`config.mk`:
```
export PLATFORM = sky130hd
export DESIGN_NAME = pc_unit
export DESIGN_NICKNAME = d
export VERILOG_FILES = /design/src/rtl/pc_unit.sv
export SDC_FILE = /design/constraint.sdc
export NUM_CORES = 1
export LEC_CHECK = 0
export ABC_CLOCK_PERIOD_IN_PS = 10000
export CORE_MARGIN = 2
export CORE_UTILIZATION = 35
export CTS_CLUSTER_SIZE = 20
export DETAILED_ROUTE_END_ITERATION = 6
export DONT_BUFFER_PORTS = 1
export PLACE_DENSITY = 0.52
export SETUP_SLACK_MARGIN = 0.5
export SYNTH_ARGS = -nofsm -noshare
export SYNTH_HDL_FRONTEND = slang
export SYNTH_SLANG_ARGS = --single-unit
```
`constraint.sdc`:
```
create_clock -name clk -period 10 [get_ports clk]
set_input_delay 1 -clock clk [delete_from_list [all_inputs] [get_ports clk]]
set_output_delay 1 -clock clk [all_outputs]
set_load 0.01 [all_outputs]
```
`src/rtl/pc_unit.sv`:
```
// 6502-style program counter: reset-vector fetch, increment, load and relative branch with page-cross fix-up.
// Optional `PC_WATCH_EN adds a registered address-watch comparator (watch_addr / watch_hit).
//
// state  | meaning
// VEC_LO | requesting reset vector low byte at RESET_VECTOR
// VEC_HI | requesting reset vector high byte at RESET_VECTOR+1
// RUN    | PC valid, inc/load/branch accepted
// BR_FIX | cross-page branch: low byte updated, high byte fixed this cycle
module pc_unit #(
    parameter int                    ADDR_WIDTH   = 16,
    parameter int                    DATA_WIDTH   = 8,
    parameter logic [ADDR_WIDTH-1:0] RESET_VECTOR = 16'hFFFC
) (
    input  logic                  clk,
    input  logic                  reset_n,
    input  logic [DATA_WIDTH-1:0] data_in,
    input  logic                  data_valid,
    input  logic [ADDR_WIDTH-1:0] addr_in,
    input  logic                  inc,
    input  logic                  load,
    input  logic                  branch,
`ifdef PC_WATCH_EN
    input  logic [ADDR_WIDTH-1:0] watch_addr,
    output logic                  watch_hit,
`endif
    output logic [ADDR_WIDTH-1:0] pc_out,
    output logic [ADDR_WIDTH-1:0] vec_addr,
    output logic                  vec_req,
    output logic                  ready,
    output logic                  page_cross
);

    localparam int HI_W = ADDR_WIDTH - DATA_WIDTH;
    localparam logic [ADDR_WIDTH-1:0] VEC_HI_ADDR = RESET_VECTOR + 1'b1;

    typedef enum logic [1:0] {
        VEC_LO = 2'd0,
        VEC_HI = 2'd1,
        RUN    = 2'd2,
        BR_FIX = 2'd3
    } state_t;

    state_t                state;
    logic [HI_W-1:0]       hi_latch;
    logic [ADDR_WIDTH-1:0] offset_ext;
    logic [ADDR_WIDTH-1:0] br_tgt;

    always_comb begin
        offset_ext = {{HI_W{data_in[DATA_WIDTH-1]}}, data_in};
        br_tgt     = pc_out + offset_ext;
    end

    always_ff @(posedge clk) begin
        if (!reset_n) begin
            state      <= VEC_LO;
            pc_out     <= '0;
            vec_req    <= 1'b1;
            vec_addr   <= RESET_VECTOR;
            ready      <= 1'b0;
            page_cross <= 1'b0;
            hi_latch   <= '0;
        end else begin
            page_cross <= 1'b0;
            case (state)
                VEC_LO: begin
                    if (data_valid) begin
                        pc_out[DATA_WIDTH-1:0] <= data_in;
                        vec_addr               <= VEC_HI_ADDR;
                        state                  <= VEC_HI;
                    end
                end
                VEC_HI: begin
                    if (data_valid) begin
                        pc_out[ADDR_WIDTH-1:DATA_WIDTH] <= data_in;
                        vec_req                         <= 1'b0;
                        ready                           <= 1'b1;
                        state                           <= RUN;
                    end
                end
                RUN: begin
                    if (load) begin
                        pc_out <= addr_in;
                    end else if (branch) begin
                        if (br_tgt[ADDR_WIDTH-1:DATA_WIDTH] == pc_out[ADDR_WIDTH-1:DATA_WIDTH]) begin
                            pc_out <= br_tgt;
                        end else begin
                            // pc_out shows {old_hi,new_lo} for one cycle, as the 6502 dummy read does
                            pc_out[DATA_WIDTH-1:0] <= br_tgt[DATA_WIDTH-1:0];
                            hi_latch               <= br_tgt[ADDR_WIDTH-1:DATA_WIDTH];
                            ready                  <= 1'b0;
                            state                  <= BR_FIX;
                        end
                    end else if (inc) begin
                        pc_out <= pc_out + 1'b1;
                    end
                end
                BR_FIX: begin
                    pc_out[ADDR_WIDTH-1:DATA_WIDTH] <= hi_latch;
                    ready                           <= 1'b1;
                    page_cross                      <= 1'b1;
                    state                           <= RUN;
                end
                default: state <= VEC_LO;
            endcase
        end
    end

`ifdef PC_WATCH_EN
    always_ff @(posedge clk) begin
        if (!reset_n) begin
            watch_hit <= 1'b0;
        end else begin
            watch_hit <= (state == RUN) && (pc_out == watch_addr);
        end
    end
`endif

endmodule

```
==> results.sh, run 1 <==
export IMPL_tightest_slew_ps=824.0
export IMPL_p_leak_uw=0.001212
export IMPL_ys_ff_latch=30
export IMPL_final_util=0.3773
export IMPL_start_kind="primary input"
export IMPL_cts_repair_resized=0
export IMPL_cellPowerDensity_nw_per_um2=156.7
export IMPL_cp_cell_sequence="ha_1, fa_1, a21o_1, a221oi_4, o21ai_2, a311oi_2, xnor3_1, nor4_4, a31oi_1, buf_4, a2111oi_0, nor3_1"
export IMPL_skew_ps=5.444
export IMPL_ys_types=56
export IMPL_hold_buffers=0
export IMPL_yosys_warnings=0
export IMPL_clk_path_buf_depth=2
export IMPL_remaining_drc_errors=0
export IMPL_p_int_uw=307.7
export IMPL_post_route_period_util=0.4215
export IMPL_arrival_ps=4360
export IMPL_via_count=2824
export IMPL_slowest_delay_ps=480
export IMPL_cts_sinks=30
export IMPL_status="finished, final reports clean"
export IMPL_yosysSeqAreaShare=0.2001
export IMPL_syn_inst=401
export IMPL_start_util=0.3635
export IMPL_path_buf_inv=1
export IMPL_synth_area_sq_um=3002
export IMPL_viasPerCell=5.799
export IMPL_grt_pass1_vias=2692
export IMPL_routed_wirelength_um=8992
export IMPL_finalCriticalPeriod_ps=4215
export IMPL_synth_edf_count=0
export IMPL_ys_async_sr_fraction=0
export IMPL_grt_first_pass_wirelength_um=14390
export IMPL_insertion_delay_ps=290
export IMPL_finalNonFillerCells=487
export IMPL_dieHeight_um=96.61
export IMPL_dieArea_sq_um=9333
export IMPL_drive_above_1_share=0.06021
export IMPL_grt_max_degree=34
export IMPL_peakVddDrop_uv=60.90
export IMPL_drt_iter0_drc=160
export IMPL_cts_made_buffers=5
export IMPL_htreeDepth=2
export IMPL_busiest_layer="met2"
export IMPL_core_area_sq_um=8258
export IMPL_grt_util_met2=0.2933
export IMPL_worstPathMaxFanout=12
export IMPL_layout_nets=428
export IMPL_seqPwrFrac=0.319
export IMPL_p_sw_frac=0.3698
export IMPL_switchingPower_uw=180.6
export IMPL_finalSetupViolCount=0
export IMPL_finalWorstSetupSlack_ps=5785
export IMPL_root_buffer="clkbuf_8"
export IMPL_syn_to_final_growth_pct=3.793
export IMPL_hpwl_um=6501
export IMPL_maxSlewHeadroom=0.4501
export IMPL_rsz0062_at_grt="no"
export IMPL_cp_slowest_cell="a221oi_4"
export IMPL_numPortBuffers=0
export IMPL_met1_usage=0.2625
export IMPL_critical_path_class="in2reg"
export IMPL_max_freq_ghz=0.2372
export IMPL_n_antenna_cell=0
export IMPL_avgSynthCellArea_sq_um=7.485
export IMPL_crit_family="compound AO/OA/AOI/OAI gates"
export IMPL_p_clk_frac=0.328
export IMPL_clkTransAtPathRegs_ps=70
export IMPL_ys_flop_type="dfxtp_1"
export IMPL_track_usage=0.1879
export IMPL_use_met3=0.04841
export IMPL_cts_setup_buffers=0
export IMPL_p_comb_frac=0.353
export IMPL_hold_violations=0
export IMPL_die_w_um=96.61
export IMPL_final_antenna_net_count=0
export IMPL_required_ps=10140
export IMPL_drv_slew=0
export IMPL_first_pass_iters=5
export IMPL_num_rows=33
export IMPL_dp_cells=479
export IMPL_n_fill_cell=913
export IMPL_wire_per_inst_um=18.46
export IMPL_pre_cts_ws_ps=5528
export IMPL_cts_tree="built"
export IMPL_hold_class="reg2reg"
export IMPL_antenna_found_initial=0
export IMPL_grt_overflow=0
export IMPL_maxCapViolations=0
export IMPL_finalWeightedCongestion=0.7960
export IMPL_cp_end_kind="register"
export IMPL_io_pins=65
export IMPL_tns_ps=0
## placed cells by master, fill, tap and decap left out, types with 7 or more instances in the layout
cell type	n
nor2_1	38
nand2_1	37
a21oi_1	31
dfxtp_1	30
o21ai_0	27
xnor2_1	17
ha_1	16
conb_1	15
xor2_1	14
nand3_1	13
inv_1	10
a211oi_1	9
a31oi_1	9
o211ai_1	9
and3_1	8
o31ai_1	8
nor3_1	7
## synth_stat cells (9+ instances only)
library cell / n / share of area
nand3_1: 13 / 0.022
xor2_1: 14 / 0.041
xnor2_1: 17 / 0.050
buf_4: 15 / 0.038
nor2_1: 38 / 0.048
o21ai_0: 27 / 0.045
nand2_1: 37 / 0.046
ha_1: 16 / 0.067
a211oi_1: 9 / 0.023
o211ai_1: 9 / 0.023
dfxtp_1: 30 / 0.20
a31oi_1: 9 / 0.019
clkbuf_1: 21 / 0.026
inv_1: 10 / 0.013
a21oi_1: 31 / 0.052
## sequential cells by signal (all words and copies together), names as in the netlist
register / flops
page_cross: 1
vec_req: 1
vec_addr: 1
hi_latch: 8
ready: 1
pc_out: 16
state: 2
## metal layers
layer	wire length, um	up-vias
li1	-	1394
met1	4152	1335
met2	4111	86
met3	658	9
met4	69	0
met5	0	-
## metrics by stage
stage | instance area (sq um) | hold slack, ps | power (uW)
floorplan | 3050 | 430.8 | 300.1
global placement | 2973 | 449.5 | 328.1
detailed placement | 2973 | 454.6 | 329.3
CTS | 3115 | 465.5 | 487.9
global route | 3115 | 474.5 | 516.7
finish | 3115 | 470.0 | 488.3
## area by class of cell
class | count | area [sq um] | share of cell area
Multi-Input combinational cell | 332 | 2188 | 0.7024
Sequential cell | 30 | 600.6 | 0.1928
Tap cell | 105 | 131.4 | 0.04217
Clock buffer | 6 | 82.58 | 0.02651
Clock inverter | 2 | 60.06 | 0.01928
Inverter | 10 | 37.54 | 0.01205
Timing Repair Buffer | 2 | 15.01 | 0.004819
## worst min-delay path: stages (launching register included)
cell and delay [ps]:
dfxtp_1 320, nand2_1 50, o21ai_0 60
## final timing paths
path,startpoint,endpoint,slack [ps],cells past startpoint
worst max-delay path,data_in[0],pc_out[10],5780,12
worst min-delay path,hi_latch[6],hi_latch[6],470,2
worst max register to register,pc_out[0],pc_out[10],6050,12
worst min register to register,hi_latch[6],hi_latch[6],470,2
## power by group through the flow
stage | sequential, uW | clock [uW] | combinational [uW]
2_1_floorplan | 149 | 0 | 151
3_3_place_gp | 159 | 0 | 169
3_5_place_dp | 159 | 0 | 170
4_1_cts | 156 | 160 | 171
5_1_grt | 159 | 167 | 191
6_report | 156 | 160 | 172
## cell families (layout without fill, tap and decap cells)
family / after synthesis / in the layout / synth area share
DFF: 30 / 30 / 0.2001
buffers and inverters: 52 / 20 / 0.08712
and+or+nand+nor: 132 / 132 / 0.2138
other: 2 / 15 / 0.002502
adders and majority gates: 17 / 17 / 0.07336
muxes: 4 / 4 / 0.01376
xor gates and xnor gates: 34 / 34 / 0.1130
AOI/OAI and AO/OA: 130 / 130 / 0.2964
Power figures use the tool's default switching activity.
==> run 2: changes to the inputs <==
Settings changed: ABC_CLOCK_PERIOD_IN_PS 10000 to 4200.
Clock period 10 ns to 4.2 ns, I/O delays scaled along.
==> run 2 against run 1 <==
Compared with the run above: total power increased by 140%; sequential share of layout area decreased by 0.62 points; largest power group unchanged; clock power increased by 140%; register-to-register slack got worse by 5300 ps; critical endpoint is now pc_out[11]; worst setup slack got worse by 5100 ps; non-clock buffer count increased by 12.
==> results.sh, run 2 (synthesis results as in run 1) <==
export IMPL_layout_common_cells="nor2_1, nand2_1, a21oi_1, dfxtp_1, o21ai_0"
export IMPL_hold_buffers=0
export IMPL_tns_ps=0
export IMPL_cts_sinks=30
export IMPL_max_freq_ghz=0.2880
export IMPL_grt_max_degree=34
export IMPL_pre_cts_ws_ps=594.8
export IMPL_root_buffer="clkbuf_8"
export IMPL_tightest_slew_ps=805.6
export IMPL_via_count=2868
export IMPL_maxCapViolations=0
export IMPL_largest_reg_flops=16
export IMPL_whs_ps=195.5
export IMPL_worstPathMaxFanout=8
export IMPL_peakVddDrop_uv=161.9
export IMPL_reg_top3="pc_out x16, hi_latch x8, state x2"
export IMPL_syn_to_final_growth_pct=7.461
export IMPL_post_route_period_util=0.8266
export IMPL_cts_made_buffers=5
export IMPL_clk_path_buf_depth=2
export IMPL_finalWeightedCongestion=0.8314
export IMPL_layout_nets=440
export IMPL_clkTransAtPathRegs_ps=70
export IMPL_wire_per_inst_um=18.74
export IMPL_die_w_um=96.61
export IMPL_grt_first_pass_wirelength_um=14680
export IMPL_critical_path_class="reg2reg"
export IMPL_viasPerCell=5.747
export IMPL_antenna_found_initial=0
export IMPL_finalCriticalPeriod_ps=3472
export IMPL_start_kind="register"
export IMPL_n_antenna_cell=0
export IMPL_drt_iter0_drc=153
export IMPL_finalSetupViolCount=0
export IMPL_drv_slew=0
export IMPL_grt_overflow=0
export IMPL_routed_wirelength_um=9352
export IMPL_drive_above_1_share=0.09645
export IMPL_track_usage=0.1942
export IMPL_maxSlewHeadroom=0.4624
export IMPL_top_register="pc_out"
export IMPL_remaining_drc_errors=0
export IMPL_design_area_sq_um=3226
export IMPL_cp_end_kind="register"
export IMPL_num_rows=33
export IMPL_io_pins=65
export IMPL_arrival_ps=3650
export IMPL_start_util=0.3635
export IMPL_first_pass_iters=4
export IMPL_placed_cell_area_sq_um=3025
export IMPL_dieHeight_um=96.61
export IMPL_layout_commonest_cell="nor2_1"
export IMPL_status="finished, final reports clean"
export IMPL_dieArea_sq_um=9333
export IMPL_hold_violations=0
export IMPL_cts_tree="built"
export IMPL_insertion_delay_ps=290
export IMPL_cellPowerDensity_nw_per_um2=367.6
export IMPL_hold_class="in2reg"
export IMPL_finalWorstSetupSlack_ps=728.4
export IMPL_rsz0062_at_grt="no"
export IMPL_htreeDepth=2
export IMPL_p_leak_uw=0.001277
export IMPL_required_ps=4380
export IMPL_final_antenna_net_count=0
export IMPL_grt_pass1_vias=2653
export IMPL_skew_ps=8.272
export IMPL_core_area_sq_um=8258
export IMPL_numPortBuffers=0
export IMPL_hpwl_um=6912
==> run 2: cell count changes in the layout (fill, tap and decap cells not counted), sizes merged <==
cell / change
buf: +12
==> run 2: worst max-delay path, stage by stage, from the launching register on <==
cell	delay, ps
dfxtp_2	360
ha_1	220
fa_1	410
a21o_1	240
a221oi_4	330
buf_6	180
nor3_1	50
a311oi_1	290
o2111ai_2	200
nor4_4	320
buf_4	160
a31o_4	190
nand2_4	80
o311a_1	340
==> run 2: report_power, final <==
part	internal, uW	total [uW]	switching [uW]
Sequential	309	355	45.9
Clock	253	381	128
Combinational	187	450	263
==> run 2: path summary, 6_finish.rpt <==
check / startpoint / end / slack [ps] / cells past startpoint
min: reset_n / vec_req / 200 / 1
min reg2reg: hi_latch[6] / hi_latch[6] / 460 / 2
max reg2reg: pc_out[0] / pc_out[11] / 730 / 13
max: pc_out[0] / pc_out[11] / 730 / 13
==> run 2: layout make-up <==
cell class | instances | area [sq um]
Multi-Input combinational cell | 332 | 2203
Timing Repair Buffer | 14 | 108.9
Fill cell | 908 | 5032
Tap cell | 105 | 131.4
Inverter | 10 | 37.54
Sequential cell | 30 | 601.8
Clock buffer | 6 | 82.58
Clock inverter | 2 | 60.06
==> run 2: per-layer routing <==
metal,track usage,part of all wire,vias to the layer above
li1,-,-,1418
met1,0.2602,0.44,1338
met2,0.3194,0.46,101
met3,0.04263,0.079,11
met4,0.04442,0.014,0
met5,0,0,-
==> run 2: stage by stage <==
step,power [uW],util,cells
global placement,794.4,0.3664,486
finish,1186,0.3906,499
global route,1257,0.3906,499
detailed placement,799.0,0.3664,486
floorplan,714.4,-,414
CTS,1182,0.3836,494
==> run 2: what timing repair did <==
action | CTS | global route
gates resized for setup | 0 | 5
endpoints found under the hold margin | 0 | 0
buffers inserted | 0 | 5
setup endpoints to repair | 0 | 6
==> run 3: changes to the inputs <==
Settings changed: ABC_CLOCK_PERIOD_IN_PS 4200 to 3550.
Clock period 4.2 ns to 3.55 ns, I/O delays scaled along.
==> run 3 against run 2 <==
Compared with the run above: global-route usage up 1.2 points; maximum frequency up 7.7%; wire length up 6.8%; die area unchanged; sequential power up 12%.
==> results.sh, run 3 (synthesis results as in run 1) <==
export IMPL_final_antenna_net_count=0
export IMPL_r2r_slack_ps=330
export IMPL_hold_depth=1
export IMPL_worstReg2RegEnd="pc_out[11]"
export IMPL_layout_common_cells="nor2_1, nand2_1, buf_4, a21oi_1, dfxtp_1"
export IMPL_n_fill_cell=867
export IMPL_htreeDepth=2
export IMPL_layout_commonest_cell="nor2_1"
export IMPL_required_ps=3730
export IMPL_root_buffer="clkbuf_8"
export IMPL_drt_iter0_drc=203
export IMPL_syn_to_final_growth_pct=19.22
export IMPL_grt_util_met2=0.3419
export IMPL_io_pins=65
export IMPL_reg2reg_from="pc_out[0]"
export IMPL_r2r_cells=12
export IMPL_dp_cells=496
export IMPL_rsz0062_at_grt="yes"
export IMPL_dieArea_sq_um=9333
export IMPL_whs_endpoint="vec_req"
export IMPL_finalWeightedCongestion=0.8614
export IMPL_arrival_ps=3410
export IMPL_use_met3=0.04335
export IMPL_cp_end_kind="register"
export IMPL_core_area_sq_um=8258
export IMPL_total_power_uw=1492
export IMPL_viasPerCell=5.721
export IMPL_tns_ps=0
export IMPL_drive_above_1_share=0.1948
export IMPL_num_rows=33
export IMPL_hold_violations=0
export IMPL_antenna_found_initial=0
export IMPL_track_usage=0.2062
export IMPL_maxSlewHeadroom=0.4663
export IMPL_clk_path_buf_depth=2
export IMPL_cts_sinks=30
export IMPL_max_freq_ghz=0.3102
export IMPL_insertion_delay_ps=290
export IMPL_p_clk_frac=0.302
export IMPL_skew_ps=9.428
export IMPL_largest_reg_flops=16
export IMPL_numPortBuffers=0
export IMPL_first_pass_iters=5
export IMPL_cts_tree="built"
export IMPL_busiest_layer="met2"
export IMPL_hold_buffers=0
export IMPL_layout_nets=467
export IMPL_critical_path_class="reg2reg"
export IMPL_remaining_drc_errors=0
export IMPL_seqPwrFrac=0.267
export IMPL_die_w_um=96.61
export IMPL_routed_wirelength_um=9984
export IMPL_p_comb_frac=0.431
export IMPL_finalCriticalPeriod_ps=3223
export IMPL_dieHeight_um=96.61
export IMPL_p_sw_frac=0.3711
export IMPL_hpwl_um=7027
export IMPL_maxCapViolations=0
export IMPL_p_leak_uw=0.001431
export IMPL_grt_first_pass_wirelength_um=15710
export IMPL_tightest_slew_ps=799.6
export IMPL_finalNonFillerCells=526
export IMPL_met1_usage=0.2770
export IMPL_start_util=0.3635
export IMPL_wire_per_inst_um=18.98
export IMPL_grt_max_degree=34
export IMPL_hold_start="reset_n"
export IMPL_start_kind="register"
export IMPL_worstPathMaxFanout=6
export IMPL_cellPowerDensity_nw_per_um2=416.9
export IMPL_n_antenna_cell=0
export IMPL_hold_class="in2reg"
export IMPL_via_count=3009
export IMPL_reg_top3="pc_out x16, hi_latch x8, state x2"
export IMPL_status="finished, final reports clean"
export IMPL_cts_made_buffers=5
export IMPL_p_int_uw=938.3
export IMPL_finalSetupViolCount=0
export IMPL_clkTransAtPathRegs_ps=80
export IMPL_post_route_period_util=0.9080
export IMPL_grt_overflow=0
export IMPL_switchingPower_uw=553.7
export IMPL_top_register="pc_out"
export IMPL_drv_slew=0
export IMPL_peakVddDrop_uv=175.2
export IMPL_grt_pass1_vias=2899
run 3: cell count changes in the layout (fill, tap and decap cells not counted), sizes merged:
cell,previous run,this run
a221oi,4,5
buf,14,40
run 3: timing repair:
| action | CTS | global route |
|---|---|---|
| setup buffers | 10 | 10 |
| cloned | 2 | 0 |
| setup endpoints to repair | 18 | 18 |
| pin swaps | 9 | 7 |
| gates resized for setup | 12 | 20 |
| hold endpoints to repair | 0 | 0 |
run 3: critical path: stages (launching register included):
cell,delay (ps)
dfxtp_2,330
ha_4,160
fa_2,360
a21o_4,230
a221oi_4,250
buf_6,160
nor4_1,50
a311oi_1,280
o2111ai_2,180
nor4_4,430
a31o_4,260
nand2_4,80
o311a_1,340
run 3: how the worst max path moves through the flow:
stage | from | endpoint | slack (ps) | depth (start not counted)
floorplan | data_in[0] | pc_out[11] | 500 | 11
global placement | data_in[0] | pc_out[11] | 210 | 11
detailed placement | data_in[0] | pc_out[10] | 100 | 11
CTS | pc_out[0] | pc_out[10] | 310 | 11
global route | pc_out[0] | pc_out[10] | 190 | 12
finish | pc_out[0] | pc_out[11] | 330 | 12
run 3: through the flow:
step | util | hold slack (ps) | area, sq um | setup slack (ps)
final | 0.4333 | 127.0 | 3578 | 326.7
after global routing | 0.4333 | 118.4 | 3578 | 192.3
after CTS | 0.4135 | 125.8 | 3415 | 314.1
after detailed placement | 0.3762 | 426.4 | 3107 | 96.09
after global placement | 0.3762 | 424.6 | 3107 | 208.7
after floorplan | - | 430.8 | 3057 | 502.2
run 3: cell type report:
cell class | instances | area [sq um] | area share
repair buffers | 40 | 335.3 | 0.09371
well taps | 105 | 131.4 | 0.03671
inverters | 10 | 37.54 | 0.01049
flip-flops and latches | 30 | 601.8 | 0.1682
clock inverters | 2 | 60.06 | 0.01678
clock buffers | 6 | 82.58 | 0.02308
multi-input cells | 333 | 2330 | 0.6510
run 3: power groups by stage:
stage,clock network [uW],registers [uW],logic (uW)
detailed placement,0,405,560
global placement,0,405,559
finish,451,398,643
floorplan,0,420,427
global route,471,403,700
CTS,456,398,596
run 3: metal layers:
metal  share of wire  up-vias  wire, um
li1                -     1476         -
met4          0.0095        0        95
met3           0.061       10       611
met5               0        -         0
met1            0.45     1403      4519
met2            0.48      120      4757
